<file path="config.mk">
export PLATFORM = sky130hd
export DESIGN_NAME = pc_ctrl_flat
export DESIGN_NICKNAME = d
export VERILOG_FILES = /design/src/rtl/pc_ctrl_if.sv /design/src/rtl/pc_ctrl.sv /design/src/flat_wrapper.sv
export SDC_FILE = /design/constraint.sdc
export NUM_CORES = 1
export LEC_CHECK = 0
export BUFFER_PORTS_ARGS = -buffer_cell sky130_fd_sc_hd__buf_4
export CORE_MARGIN = 2
export CORE_UTILIZATION = 50
export CTS_CLUSTER_DIAMETER = 50
export DETAILED_ROUTE_END_ITERATION = 10
export GPL_TIMING_DRIVEN = 0
export PLACE_DENSITY = 0.84
export SETUP_SLACK_MARGIN = 0.4
export SLEW_MARGIN = 30
export SYNTH_ARGS = -nofsm -noshare
export SYNTH_HDL_FRONTEND = slang
export SYNTH_SLANG_ARGS = --single-unit
</file>
<file path="constraint.sdc">
create_clock -name clk -period 1.87 [get_ports clk]
set_clock_uncertainty 0.15 [all_clocks]
set_input_delay 0.374 -clock clk [delete_from_list [all_inputs] [get_ports clk]]
set_output_delay 0.374 -clock clk [all_outputs]
set_load 0.005 [all_outputs]
</file>
<file path="src/rtl/pc_ctrl_if.sv">
// ---------------------------------------------------------------------------
// pc_ctrl_if
//
// Groups the resolve-stage inputs and the fetch-side outputs of pc_ctrl.
//
//   master : the resolve stage / environment driving pc_ctrl
//   slave  : pc_ctrl itself
//
// Signals (direction as seen by pc_ctrl):
//   is_jmp_op   in   instruction in resolve is a jump
//   taken       in   condition-checker result, qualified by is_jmp_op
//   jmp_target  in   jump destination
//   stall       in   downstream back-pressure, holds the PC
//   halt        in   request to stop fetching
//   fetch_addr  out  registered PC driven to instruction memory
//   fetch_valid out  fetch_addr is a live fetch
//   flush       out  squash younger in-flight instructions
//   halted      out  block is parked in HALT
//   link_addr   out  return address captured on redirect (0 when disabled)
// ---------------------------------------------------------------------------
interface pc_ctrl_if #(
    parameter int ADDR_WIDTH = 16
);
    logic                  is_jmp_op;
    logic                  taken;
    logic [ADDR_WIDTH-1:0] jmp_target;
    logic                  stall;
    logic                  halt;
    logic [ADDR_WIDTH-1:0] fetch_addr;
    logic                  fetch_valid;
    logic                  flush;
    logic                  halted;
    logic [ADDR_WIDTH-1:0] link_addr;

    modport master (
        output is_jmp_op,
        output taken,
        output jmp_target,
        output stall,
        output halt,
        input  fetch_addr,
        input  fetch_valid,
        input  flush,
        input  halted,
        input  link_addr
    );

    modport slave (
        input  is_jmp_op,
        input  taken,
        input  jmp_target,
        input  stall,
        input  halt,
        output fetch_addr,
        output fetch_valid,
        output flush,
        output halted,
        output link_addr
    );
endinterface

</file>
<file path="src/rtl/pc_ctrl.sv">
// ---------------------------------------------------------------------------
// pc_ctrl
//
// Program-counter and fetch-redirect stage. Sits downstream of the branch
// condition checker: advances the PC, redirects it on a taken jump, opens a
// fixed-length squash window after each redirect, holds on back-pressure and
// parks permanently on a halt request.
//
// Parameters:
//   ADDR_WIDTH   PC / instruction-address width
//   RESET_VECTOR PC value loaded on reset
//   FLUSH_CYCLES squash-window length after a taken jump, legal 1..7
//
// Ports:
//   clk      in   single clock, rising-edge
//   reset_n  in   asynchronous active-low reset
//   bus      pc_ctrl_if.slave  (resolve inputs, fetch outputs)
//
// Build option:
//   PC_RETURN_LINK_EN  when defined, a link register captures PC+1 on every
//                      redirect and drives link_addr; otherwise link_addr
//                      is tied to 0 and no register exists.
// ---------------------------------------------------------------------------
module pc_ctrl #(
    parameter int                    ADDR_WIDTH   = 16,
    parameter logic [ADDR_WIDTH-1:0] RESET_VECTOR = '0,
    parameter int                    FLUSH_CYCLES = 2
) (
    input logic      clk,
    input logic      reset_n,
    pc_ctrl_if.slave bus
);

    typedef enum logic [1:0] {
        S_BOOT  = 2'd0,
        S_RUN   = 2'd1,
        S_FLUSH = 2'd2,
        S_HALT  = 2'd3
    } state_e;

    // The counter holds the number of flush cycles still to follow the
    // current one, so it is loaded with FLUSH_CYCLES-1 and the window
    // closes on the edge where it is already 0.
    localparam logic [2:0] FLUSH_LOAD = 3'(FLUSH_CYCLES - 1);

    state_e                state_q, state_d;
    logic [2:0]            cnt_q, cnt_d;
    logic [ADDR_WIDTH-1:0] pc_q, pc_d;
    logic                  fetch_valid_q;
    logic                  flush_q;
    logic                  halted_q;

    logic                  redirect;
    logic [ADDR_WIDTH-1:0] pc_inc;

    assign redirect = bus.is_jmp_op & bus.taken;
    // Natural truncation gives the modulo-2^ADDR_WIDTH wrap.
    assign pc_inc   = pc_q + ADDR_WIDTH'(1);

`ifdef PC_RETURN_LINK_EN
    logic [ADDR_WIDTH-1:0] link_q, link_d;
`endif

    // -----------------------------------------------------------------------
    // Next-state / next-PC logic
    // -----------------------------------------------------------------------
    always_comb begin
        state_d = state_q;
        cnt_d   = cnt_q;
        pc_d    = pc_q;
`ifdef PC_RETURN_LINK_EN
        link_d  = link_q;
`endif
        unique case (state_q)
            S_BOOT: begin
                // One idle cycle after reset so the first live fetch is
                // RESET_VECTOR itself.
                state_d = S_RUN;
            end
            S_RUN: begin
                // Redirect outranks halt and stall: a halt raised together
                // with a taken jump is dropped and must be re-requested.
                if (redirect) begin
                    pc_d    = bus.jmp_target;
                    cnt_d   = FLUSH_LOAD;
                    state_d = S_FLUSH;
`ifdef PC_RETURN_LINK_EN
                    link_d  = pc_inc;
`endif
                end else if (bus.halt) begin
                    state_d = S_HALT;
                end else if (!bus.stall) begin
                    pc_d = pc_inc;
                end
            end
            S_FLUSH: begin
                // All resolve inputs are ignored; stall does not stretch
                // the window.
                if (cnt_q == 3'd0) begin
                    state_d = S_RUN;
                end else begin
                    cnt_d = cnt_q - 3'd1;
                end
            end
            S_HALT: begin
                state_d = S_HALT;
            end
            default: begin
                state_d = S_BOOT;
            end
        endcase
    end

    // -----------------------------------------------------------------------
    // State, PC and registered outputs (decoded from next state)
    // -----------------------------------------------------------------------
    always_ff @(posedge clk or negedge reset_n) begin
        if (!reset_n) begin
            state_q       <= S_BOOT;
            cnt_q         <= 3'd0;
            pc_q          <= RESET_VECTOR;
            fetch_valid_q <= 1'b0;
            flush_q       <= 1'b0;
            halted_q      <= 1'b0;
        end else begin
            state_q       <= state_d;
            cnt_q         <= cnt_d;
            pc_q          <= pc_d;
            fetch_valid_q <= (state_d == S_RUN);
            flush_q       <= (state_d == S_FLUSH);
            halted_q      <= (state_d == S_HALT);
        end
    end

`ifdef PC_RETURN_LINK_EN
    always_ff @(posedge clk or negedge reset_n) begin
        if (!reset_n) begin
            link_q <= '0;
        end else begin
            link_q <= link_d;
        end
    end

    assign bus.link_addr = link_q;
`else
    assign bus.link_addr = '0;
`endif

    assign bus.fetch_addr  = pc_q;
    assign bus.fetch_valid = fetch_valid_q;
    assign bus.flush       = flush_q;
    assign bus.halted      = halted_q;

endmodule

</file>
<file path="src/flat_wrapper.sv">
// flat-port wrapper written by rule: the top's interface ports become plain ports
module pc_ctrl_flat 
#(
    parameter int                    ADDR_WIDTH   = 16,
    parameter logic [ADDR_WIDTH-1:0] RESET_VECTOR = '0,
    parameter int                    FLUSH_CYCLES = 2
)
  (clk, reset_n, bus_is_jmp_op, bus_taken, bus_jmp_target, bus_stall, bus_halt, bus_fetch_addr, bus_fetch_valid, bus_flush, bus_halted, bus_link_addr);
  pc_ctrl_if #(.ADDR_WIDTH(ADDR_WIDTH)) bus_i ();
  input logic clk;
  input logic reset_n;
  input wire logic [$bits(bus_i.is_jmp_op)-1:0] bus_is_jmp_op;
  input wire logic [$bits(bus_i.taken)-1:0] bus_taken;
  input wire logic [$bits(bus_i.jmp_target)-1:0] bus_jmp_target;
  input wire logic [$bits(bus_i.stall)-1:0] bus_stall;
  input wire logic [$bits(bus_i.halt)-1:0] bus_halt;
  output wire logic [$bits(bus_i.fetch_addr)-1:0] bus_fetch_addr;
  output wire logic [$bits(bus_i.fetch_valid)-1:0] bus_fetch_valid;
  output wire logic [$bits(bus_i.flush)-1:0] bus_flush;
  output wire logic [$bits(bus_i.halted)-1:0] bus_halted;
  output wire logic [$bits(bus_i.link_addr)-1:0] bus_link_addr;
  assign bus_i.is_jmp_op = bus_is_jmp_op;
  assign bus_i.taken = bus_taken;
  assign bus_i.jmp_target = bus_jmp_target;
  assign bus_i.stall = bus_stall;
  assign bus_i.halt = bus_halt;
  assign bus_fetch_addr = bus_i.fetch_addr;
  assign bus_fetch_valid = bus_i.fetch_valid;
  assign bus_flush = bus_i.flush;
  assign bus_halted = bus_i.halted;
  assign bus_link_addr = bus_i.link_addr;
  pc_ctrl #(.ADDR_WIDTH(ADDR_WIDTH), .RESET_VECTOR(RESET_VECTOR), .FLUSH_CYCLES(FLUSH_CYCLES)) u_core (.clk(clk), .reset_n(reset_n), .bus(bus_i));
endmodule
</file>
==> results_dict.tcl <==
set metrics [dict create \
    leakagePower_uw 0.001286 \
    cts_buffer_depth 2 \
    multiplexer_share_of_the_synthesized_area 0.03201 \
    syn_area_sq_um 1603 \
    critical_path.max_fanout 5 \
    global_route_wire_length_before_repair_mm 7.245 \
    finalCoreUtilization 0.9020 \
    floorplan.rows 20 \
    core_region_area_sq_um 3053 \
    critical_path.n_buffers_inverters 2 \
    post-place-ws_ns 0.08095 \
    yosys_register_bits 24 \
    first_iter_violations 272 \
    final_cell_mix "sky130_fd_sc_hd__buf_4, sky130_fd_sc_hd__buf_6, sky130_fd_sc_hd__conb_1, sky130_fd_sc_hd__dfrtp_1, sky130_fd_sc_hd__nand2_1" \
    grt_antenna_before_repair 0 \
    globalplace.congestion 0.8325 \
    synthTopCellsByArea "sky130_fd_sc_hd__dfrtp_1, sky130_fd_sc_hd__buf_4, sky130_fd_sc_hd__ha_1" \
    drt_pre_antenna_iters 5 \
    tritoncts_num_sinks 24 \
    floorplan.die.height_microns 60.62 \
    drive_gt1_frac 0.5845 \
    synth_sequential_area_ratio 0.3747 \
    initial_utilization 0.5250 \
    layout.cell_area.non_filler_sq_um 2754 \
    power_density_nw_per_um2 349.7 \
    drv.max_cap_violation_count 0 \
    synth.top_cell.area_share 0.3747 \
    status "finished, violations left" \
    synthSimpleGateAreaFrac 0.2014 \
    numCtsBuffers 3 \
    clock.fmax_mhz 476.3 \
    grt.overflow.total 0 \
    setup_viol_count_final 1 \
    pnr_worst_setup_slack_ns -0.2296 \
    worstPathCellList "buf_6, buf_4, and4_4, nand4_1, o22ai_1, a2bb2oi_2" \
    synth_cell_type_count 42 \
    worst_slew_margin_rel 0.5943 \
    clock_tree.htree_level_count 1 \
    first_global_vias 1603 \
    grt_use_total 0.2637 \
    drt.antenna.violating_nets 0 \
    grt_max_degree 25 \
    post_drt_wl_per_cell_microns 22.43 \
    critical_path_cell_with_the_highest_stage_delay "sky130_fd_sc_hd__o22ai_1" \
    placement.io_buffers 40 \
    worst_slew_pin_slew_ns 0.6086 \
    place_hpwl_mm 2.765 \
    fp.dieW_microns 60.62 \
    fillerInstances 142 \
    routed-via-count 2032 \
    endpoints_failing_hold 0 \
    synthAdderAreaFrac 0.05464 \
    synthCells 184 \
    end_kind "flop" \
    mostFrequentLayoutCell "sky130_fd_sc_hd__buf_4" \
    worst-endpoint-arrival_ns 2.18 \
    finalHoldWorstSlack_ns 0.1841 \
    finalMaxSlewViolations 0 \
    worst_setup_sp_type "flop" \
    io-pin-count 57 \
    timing.setup.tns_ns -0.2296 \
    violations "negative setup slack" \
    worst_hold_path_type "input pin to flop" \
    final.min_clock_period_ns 2.100 \
    grt_setup_unrepaired "true" \
    routed_wirelength_mm 7.358 \
    tritoncts "yes" \
    worstSetupPathType "flop to flop" \
    die_area_sq_um 3674 \
    layout_worst_path_cycle_share 1.123 \
    yosys.area_share.xor_xnor 0 \
    layout-area-overhead-vs-synth_pct 71.82 \
    placed_area_sq_um 2101 \
    worst_skew_pair.late_latency_ns 0.35 \
    drc 0 \
    synth_top_family_by_area "compound AO/OA/AOI/OAI gates" \
    ys.warnings.count 0 \
    yosysTopAreaCell "sky130_fd_sc_hd__dfrtp_1" \
    routed_via_density 6.195 \
    clock_pin_slew_on_the_worst_setup_and_hold_paths_ns 0.17 \
    synth_area_per_cell_sq_um 8.711 \
    worst_path_dominant_cell_family "compound AO/OA/AOI/OAI gates" \
    cpPeakStageDelay_ns 0.50 \
    layout.nets 314 \
    antenna-diode-count 0 \
    maximum_vdd_drop_v 0.0003209 \
    clockRootBuffer "sky130_fd_sc_hd__clkbuf_4" \
    cp.required_ns 1.95 \
    compound_gate_fraction_of_synth_area 0.2194 \
]
==> power breakdown <==
part           total (uW)  switching, uW  leakage [uW]  internal, uW
combinational         135           72.7      0.000970          62.8
sequential            519              0      0.000295           519
clock                 308            189     0.0000210           119
total                 963            262       0.00129           701
==> cells by family (layout without fill, tap and decap cells) <==
family          after synthesis  in the layout
fa+ha+maj                     7              7
simple gates                 60             60
mux                           5              5
other cells                   1             16
compound gates               55             55
buf+inv                      32            117
flops                        24             24
==> routing by layer <==
| layer | share of wire | global-route usage | routed length (microns) |
|---|---|---|---|
| met1 | 0.35 | 0.3253 | 2586 |
| met2 | 0.49 | 0.4270 | 3623 |
| met3 | 0.087 | 0.05544 | 642 |
| met4 | 0.069 | 0.1522 | 505 |
| met5 | 0 | 0 | 0 |
==> state kept, by name, indices dropped and copies added (netlist names) <==
name,flops
u_core.bus.halted,1
u_core.bus.fetch_valid,1
u_core.state_q,2
u_core.bus.flush,1
u_core.bus.fetch_addr,16
u_core.cnt_q,3
==> worst register-to-register path, stage by stage (launching register included) <==
cell and delay, ns:
sky130_fd_sc_hd__dfrtp_1 0.40, sky130_fd_sc_hd__buf_6 0.14, sky130_fd_sc_hd__buf_4 0.12, sky130_fd_sc_hd__and4_4 0.28
sky130_fd_sc_hd__nand4_1 0.28, sky130_fd_sc_hd__o22ai_1 0.51, sky130_fd_sc_hd__a2bb2oi_2 0.14
==> cell type report <==
cell class,count,area (sq um),share of cell area
buffer,26,210.2,0.07633
clock buffer,4,36.28,0.01318
inverter,6,22.52,0.008178
multi-input combinational,143,1134,0.4116
sequential,24,613.1,0.2226
tap,44,55.05,0.01999
timing repair buffer,81,683.2,0.2481
==> Yosys cell counts, drive strengths merged <==
cell	instances
o2bb2ai	1
or4b	1
a21oi	17
nor2	11
o21a	1
clkbuf	7
conb	1
mux2i	4
o211ai	1
o32ai	1
nor3	2
o31ai	1
nand3b	1
o22ai	6
and3	5
a311oi	2
inv	6
o22a	1
nand2	15
nand3	9
nand2b	2
dfrtp	24
mux2	1
a41oi	1
a2bb2oi	5
a31oi	3
nor2b	2
and2	3
o21ai	13
a211oi	1
buf	19
and4	1
o311ai	1
nor4	1
ha	7
nand4	7
==> final timing paths <==
| path | endpoint | depth (start not counted) | slack (ns) | start |
|---|---|---|---|---|
| min in group asynchronous | u_core.bus.fetch_addr[11] | 2 | 0.32 | reset_n |
| worst min-delay path | u_core.bus.fetch_addr[12] | 3 | 0.18 | bus_jmp_target[12] |
| max in group asynchronous | u_core.bus.fetch_addr[1] | 2 | 0.93 | reset_n |
| worst max register to register | u_core.bus.fetch_addr[11] | 6 | -0.23 | u_core.bus.fetch_addr[3] |
| worst max-delay path | u_core.bus.fetch_addr[11] | 6 | -0.23 | u_core.bus.fetch_addr[3] |
| worst min register to register | u_core.bus.fetch_addr[0] | 1 | 0.43 | u_core.bus.fetch_addr[0] |
==> timing repair <==
action                                 in CTS  in global routing
endpoints found under the hold margin      24                  0
hold buffers                                1                  0
pin swaps                                  19                 23
gates cloned                                3                  0
buffers inserted                           15                 22
gates resized for setup                    37                 45
setup endpoints to repair                  28                 37
==> through the flow <==
step           power (uW)  cells
6_report            963.0    328
5_1_grt             986.7    328
4_1_cts             924.7    306
3_5_place_dp        640.6    283
3_3_place_gp        639.9    283
2_1_floorplan       587.3    199
Note: power is estimated with default switching activity, not from simulation.
